$ cat src/rtl/sd_cmd_resp_receiver.sv
// SD CMD-line response receiver for 48-bit and 136-bit (R2) frames.
// Define SD_CMD_RESP_CRC_CHECK_EN to enable the CRC7 check that drives out_crc_err.
`ifndef CMD_STATE_SEND
`define CMD_STATE_SEND 3'd1
`endif
`ifndef CMD_STATE_WAIT_RECEIVE
`define CMD_STATE_WAIT_RECEIVE 3'd2
`endif
`ifndef CMD_STATE_STOP
`define CMD_STATE_STOP 3'd3
`endif

module sd_cmd_resp_receiver (
  input  logic         in_sd_clk,
  input  logic         hrst_n,
  input  logic         in_soft_reset,
  input  logic [2:0]   in_current_state,
  input  logic         in_long_response,
  input  logic         in_sd_cmd,
  output logic [127:0] out_response,
  output logic [5:0]   out_resp_index,
  output logic         out_resp_done,
  output logic         out_resp_timeout,
  output logic         out_crc_err,
  output logic         out_end_bit_err,
  output logic         out_receiving
);

  typedef enum logic [1:0] {IDLE, WAIT_START, RECEIVE, DONE} state_e;

  state_e         state_q, state_d;
  logic [6:0]     tcnt_q, tcnt_d;
  logic [7:0]     bcnt_q, bcnt_d;
  logic [134:0]   shreg_q, shreg_d;
  logic           long_q, long_d;
  logic [127:0]   resp_q, resp_d;
  logic [5:0]     idx_q, idx_d;
  logic           enderr_q, enderr_d;
  logic           tout_q, tout_d;

  logic           abort;
  logic           start_seen;
  logic           frame_end;
  logic           unused_shreg_msb;

  assign abort      = (in_current_state == `CMD_STATE_SEND) ||
                      (in_current_state == `CMD_STATE_STOP);
  assign start_seen = (state_q == WAIT_START) && !abort && !in_sd_cmd;
  assign frame_end  = (state_q == RECEIVE) && !abort && (bcnt_q == '0);

  // The transmission bit ends up in the MSB and is never inspected.
  assign unused_shreg_msb = shreg_q[134];

  always_comb begin
    state_d  = state_q;
    tcnt_d   = tcnt_q;
    bcnt_d   = bcnt_q;
    shreg_d  = shreg_q;
    long_d   = long_q;
    resp_d   = resp_q;
    idx_d    = idx_q;
    enderr_d = enderr_q;
    tout_d   = 1'b0;
    case (state_q)
      IDLE: begin
        if (in_current_state == `CMD_STATE_WAIT_RECEIVE) begin
          state_d = WAIT_START;
          tcnt_d  = '0;
        end
      end
      WAIT_START: begin
        if (abort) begin
          state_d = IDLE;
        end else if (start_seen) begin
          state_d = RECEIVE;
          long_d  = in_long_response;
          bcnt_d  = in_long_response ? 8'd134 : 8'd46;
        end else if (tcnt_q == 7'd63) begin
          state_d = IDLE;
          tout_d  = 1'b1;
        end else begin
          tcnt_d = tcnt_q + 7'd1;
        end
      end
      RECEIVE: begin
        if (abort) begin
          state_d = IDLE;
        end else begin
          shreg_d = {shreg_q[133:0], in_sd_cmd};
          // Result registers load on the end-bit edge so they are valid while done is high.
          if (frame_end) begin
            state_d  = DONE;
            enderr_d = ~in_sd_cmd;
            if (long_q) begin
              resp_d = shreg_d[127:0];
              idx_d  = 6'h3F;
            end else begin
              resp_d = {96'b0, shreg_d[39:8]};
              idx_d  = shreg_d[45:40];
            end
          end else begin
            bcnt_d = bcnt_q - 8'd1;
          end
        end
      end
      DONE:    state_d = IDLE;
      default: state_d = IDLE;
    endcase
  end

  always_ff @(posedge in_sd_clk or negedge hrst_n) begin
    if (!hrst_n) begin
      state_q  <= IDLE;
      tcnt_q   <= '0;
      bcnt_q   <= '0;
      shreg_q  <= '0;
      long_q   <= 1'b0;
      resp_q   <= '0;
      idx_q    <= '0;
      enderr_q <= 1'b0;
      tout_q   <= 1'b0;
    end else if (!in_soft_reset) begin
      state_q  <= IDLE;
      tcnt_q   <= '0;
      bcnt_q   <= '0;
      shreg_q  <= '0;
      long_q   <= 1'b0;
      resp_q   <= '0;
      idx_q    <= '0;
      enderr_q <= 1'b0;
      tout_q   <= 1'b0;
    end else begin
      state_q  <= state_d;
      tcnt_q   <= tcnt_d;
      bcnt_q   <= bcnt_d;
      shreg_q  <= shreg_d;
      long_q   <= long_d;
      resp_q   <= resp_d;
      idx_q    <= idx_d;
      enderr_q <= enderr_d;
      tout_q   <= tout_d;
    end
  end

`ifdef SD_CMD_RESP_CRC_CHECK_EN
  logic [6:0] crc_q, crc_d;
  logic       crcerr_q, crcerr_d;
  logic       crc_fb;
  logic       crc_window;

  // Short frames cover bits 46..8 (the zero start bit leaves a zero seed unchanged);
  // long frames cover only the content bits 127..8.
  assign crc_window = (bcnt_q >= 8'd8) && (!long_q || (bcnt_q <= 8'd127));
  assign crc_fb     = crc_q[6] ^ in_sd_cmd;

  always_comb begin
    crc_d    = crc_q;
    crcerr_d = crcerr_q;
    if (start_seen) begin
      crc_d = '0;
    end else if ((state_q == RECEIVE) && !abort && crc_window) begin
      crc_d = {crc_q[5:0], 1'b0} ^ (crc_fb ? 7'h09 : 7'h00);
    end
    if (frame_end) crcerr_d = (crc_q != shreg_d[7:1]);
  end

  always_ff @(posedge in_sd_clk or negedge hrst_n) begin
    if (!hrst_n) begin
      crc_q    <= '0;
      crcerr_q <= 1'b0;
    end else if (!in_soft_reset) begin
      crc_q    <= '0;
      crcerr_q <= 1'b0;
    end else begin
      crc_q    <= crc_d;
      crcerr_q <= crcerr_d;
    end
  end

  assign out_crc_err = crcerr_q;
`else
  assign out_crc_err = 1'b0;
`endif

  assign out_response     = resp_q;
  assign out_resp_index   = idx_q;
  assign out_end_bit_err  = enderr_q;
  assign out_resp_timeout = tout_q;
  assign out_resp_done    = (state_q == DONE);
  assign out_receiving    = (state_q == RECEIVE);

endmodule
$ cat config.mk
export PLATFORM = sky130hd
export DESIGN_NAME = sd_cmd_resp_receiver
export DESIGN_NICKNAME = d
export VERILOG_FILES = /design/src/rtl/sd_cmd_resp_receiver.sv
export SDC_FILE = /design/constraint.sdc
export NUM_CORES = 1
export LEC_CHECK = 0
export CAP_MARGIN = 30
export CORE_MARGIN = 5
export CORE_UTILIZATION = 62
export CTS_BUF_LIST = sky130_fd_sc_hd__clkbuf_4 sky130_fd_sc_hd__clkbuf_8
export CTS_CLUSTER_DIAMETER = 150
export DETAILED_ROUTE_END_ITERATION = 12
export GPL_TIMING_DRIVEN = 0
export HOLD_SLACK_MARGIN = 0.08
export PLACE_DENSITY = 0.95
export SYNTH_ARGS = -nofsm -noshare
export SYNTH_HDL_FRONTEND = slang
export SYNTH_SLANG_ARGS = --single-unit
export TNS_END_PERCENT = 50
$ cat constraint.sdc
create_clock -name in_sd_clk -period 3.2 [get_ports in_sd_clk]
set_input_delay 0.48 -clock in_sd_clk [delete_from_list [all_inputs] [get_ports in_sd_clk]]
set_output_delay 0.48 -clock in_sd_clk [all_outputs]
set_load 0.005 [all_outputs]
==> key figures <==
Timing
  – Final hold vios: 0
  – Final period util: 86.2%
  – Period minus WS final: between 2 and 3 ns
  – WHS: 0.437 ns
  – Setup ws final: 0.442 ns
  – RSZ-0062 raised after global routing: false
  – Worst-Margin Slew: 1.00 ns
  – Fmax: 363 MHz
  – Clock Skew: 0.0160 ns
  – Endpoints failing setup: 0
  – Final Max Tran Viols: 0
  – Slew margin rel.: 32.2%

GRT
  – Vias in the first global route: 9641
  – First-pass GRT wire length: 49.2 mm
  – GRT Overall Usage: roughly 28%
  – Largest net degree at the start of global routing: 129
  – Overflow after GRT: 0
  – Initial antenna violation count: 0

Detailed routing
  – Post-route ant nets: 0
  – Met2 Wirelength: 14.7 mm
  – Detailed-router iteration count before antenna repair: 5
  – Vias post-DR: 9264
  – 1st-iter DRT viols: 826
  – Met3 wire length: 2.06 mm
  – Post-Route WL: 29.6 mm
  – DR WL/cell: 19.5 um
  – Via-to-Cell Ratio: between 6 and 7
  – Met1 wire length: 11.8 mm
  – Post-route DRC violation count: 0
  – Top Metal Used: met4

Die
  – Total Die Area: 21100 um2
  – Site Rows: just under 50
  – Core Box Area: 18000 um2
  – Die Span Y: 145 um
  – Initial core utilization: 63.0%
  – Top Ports: 147
  – Die width: 145 um

Layout
  – Net total in the final layout: 1274
  – Final core occ: 78.3%
  – Area Overhead vs Synth: 24.3%
  – Layout cell share with drive strength beyond 1: approximately 9%
  – Post-route cell area: approximately 14000 um2
  – Ant. Diodes: 0

Critical path
  – CP top delay family: simple AND/OR/NAND/NOR gates
  – Stages on worst setup path: 8
  – Max FO, Critical Path: 10
  – Worst Setup EP: out_response[92]
  – Reg2reg path depth: 8
  – R2R setup slack: 0.44 ns
  – R2R Path End: out_response[92]
  – WS Path Type: reg -> reg
  – CP max stage cell: nor3b_1
  – Reg-to-reg startpoint: bcnt_q[0]
  – Critical path capture point type: flip-flop
  – Worst EP arrival: 3.22 ns
  – Crit path launch: bcnt_q[0]
  – CP Launch Type: flip-flop
  – Data required, critical path: 3.67 ns
  – Critical path cell sequence: inv_1 > ha_1 > nor3b_1 > nand2_2 > nor3_2 > buf_4 > buf_4 > a22o_1
  – Buf/Inv on CP: 3
  – Most used cell, CP: buf_4
  – Crit path largest cell delay: 0.54 ns

Power and ir drop
  – Internal: 5.46 mW
  – Comb pwr share: 4.0%
  – Overall power: 7.04 mW
  – Worst VDD drop: 0.399 mV
  – Flop pwr share: about half
  – Clock power share: 45.2%
  – P_sw: ~1.6 mW
  – Sw Share: between 20% and 30%
  – Pleak: 6.00 nW
  – Power Dens Cells: 501 nW/um2

Synth
  – Synth warn: 0
  – Part of the Yosys area used for sequential elements: 62.1%
  – Synth Net Count: 1080
  – Post-synth cell types: 50
  – Cell Area, Synth: 11300 um2
  – Asr flop ratio synth: 100%
  – Seq cells post-synth: between 200 and 300
  – Mapped Cells: 1069
  – Ys flop type: dfrtp_1
  – Post-synth EDFFs: 0
  – Post-Syn Area per Cell: around 11 um2

Clocking
  – Post-CTS Resized: 0
  – Root Buffer: clkbuf_8
  – Clock Latency Late Sink: 0.54 ns
  – Postcts setup bufs: 0
  – Clock sinks: 281
  – CTS max path bufs: 3
  – CTS tree: yes
  – H-tree Lvls: 2
  – CTS clk-pin slew, worst paths: 0.06 ns
  – Cts bufs inserted: 44

Run
  – MaxCap Viol Count: 0

Placement
  – Pre-CTS WS: 0.302 ns
  – Hpwl dp: 19.5 mm
  – GP Congestion: 0.910
  – Area post-placement: ~13000 um2
  – I/O Buffers: 145

Status
  – Outcome: complete, no violations

Worst hold path
  – Worst hold path type: in -> async
cells in the final DEF, fill, tap and decap left out, drive strengths merged, types with 7 or more instances in the layout:
cell type        n
nand2          264
inv             12
a31oi            7
dfrtp          281
nor3            14
mux2i           34
a211oi          33
buf             36
clkdlybuf4s50  144
nor2            48
a21oi          133
clkbuf         120
a22o            96
sequential cells by signal, indices dropped and copies added, names as in the netlist, 2 cells and up:
register / count
tcnt_q: 7
bcnt_q: 8
state_q: 2
out_response: 128
shreg_q: 127
out_resp_index: 6
Yosys cell counts (2+ instances only):
cell type | instances | area [um2]
inv_2 | 2 | 7.51
o41ai_1 | 2 | 17.5
nand3_1 | 5 | 25.0
nand2b_1 | 5 | 31.3
nand4_1 | 2 | 12.5
a2111oi_0 | 2 | 17.5
nor2_1 | 47 | 176
buf_2 | 24 | 120
nor3b_1 | 3 | 22.5
a21oi_1 | 133 | 666
mux2i_1 | 34 | 340
nand2_1 | 263 | 987
o211ai_1 | 6 | 45.0
a211oi_1 | 33 | 248
o31ai_1 | 2 | 15.0
a21o_1 | 2 | 15.0
clkbuf_1 | 50 | 188
dfrtp_1 | 281 | 7030
a22o_1 | 96 | 841
buf_1 | 2 | 7.51
nor3_1 | 13 | 65.1
and2_1 | 3 | 18.8
ha_1 | 3 | 37.5
nor2b_1 | 3 | 18.8
inv_1 | 10 | 37.5
o21ai_0 | 5 | 25.0
buf_4 | 7 | 52.6
a31oi_1 | 7 | 43.8
and3_1 | 3 | 18.8
cell families after synthesis:
group                    synth area share (%)
flip-flops                               62.1
multiplexers                             3.01
AND/OR/NAND/NOR                          12.9
other                                  0.0331
adder cells (fa/ha/maj)                 0.332
buffers and inverters                    3.65
AO/OA/AOI/OAI                            17.9
power groups by stage:
stage / Combinational, mW / Sequential [mW] / Clock, mW
after floorplan: 0.130 / 3.64 / 0
after global placement: 0.260 / 3.65 / 0
after detailed placement: 0.279 / 3.64 / 0
after CTS: 0.283 / 3.58 / 3.21
after global routing: 0.314 / 3.58 / 3.39
final: 0.284 / 3.58 / 3.18
repair_timing:
| item | 4_1_cts | 5_1_grt |
|---|---|---|
| hold buffers | 1 | 0 |
| setup endpoints to repair | 0 | 0 |
| hold endpoints to repair | 46 | 0 |
layer usage:
metal,up-vias,global-route usage [%]
met1,4590,36.4
met4,0,10.9
li1,4119,-
met5,-,0
met2,463,46.5
met3,92,5.77
worst min path at each step:
stage	cells after the start	to	slack [ns]	from
2_1_floorplan	0	bcnt_q[0]	0.18	hrst_n
3_3_place_gp	1	tcnt_q[4]	0.47	tcnt_q[4]
3_5_place_dp	1	shreg_q[36]	0.41	hrst_n
4_1_cts	2	shreg_q[39]	0.44	hrst_n
5_1_grt	2	shreg_q[39]	0.46	hrst_n
6_report	2	shreg_q[39]	0.44	hrst_n
layout make-up:
class / instances / area [um2]
Tap cell: 229 / 287
Multi-Input combinational cell: 693 / 3870
Fill cell: 1066 / 3900
Buffer: 83 / 368
Sequential cell: 281 / 7030
Clock inverter: 6 / 60.1
Timing Repair Buffer: 148 / 1520
Clock buffer: 70 / 882
Inverter: 12 / 45.0
stage by stage:
stage	std cells	TNS, ns
global placement	1443	-2722.59
floorplan	1069	0
CTS	1522	0
finish	1522	0
global route	1522	0
detailed placement	1445	0
Power figures use the tool's default switching activity.
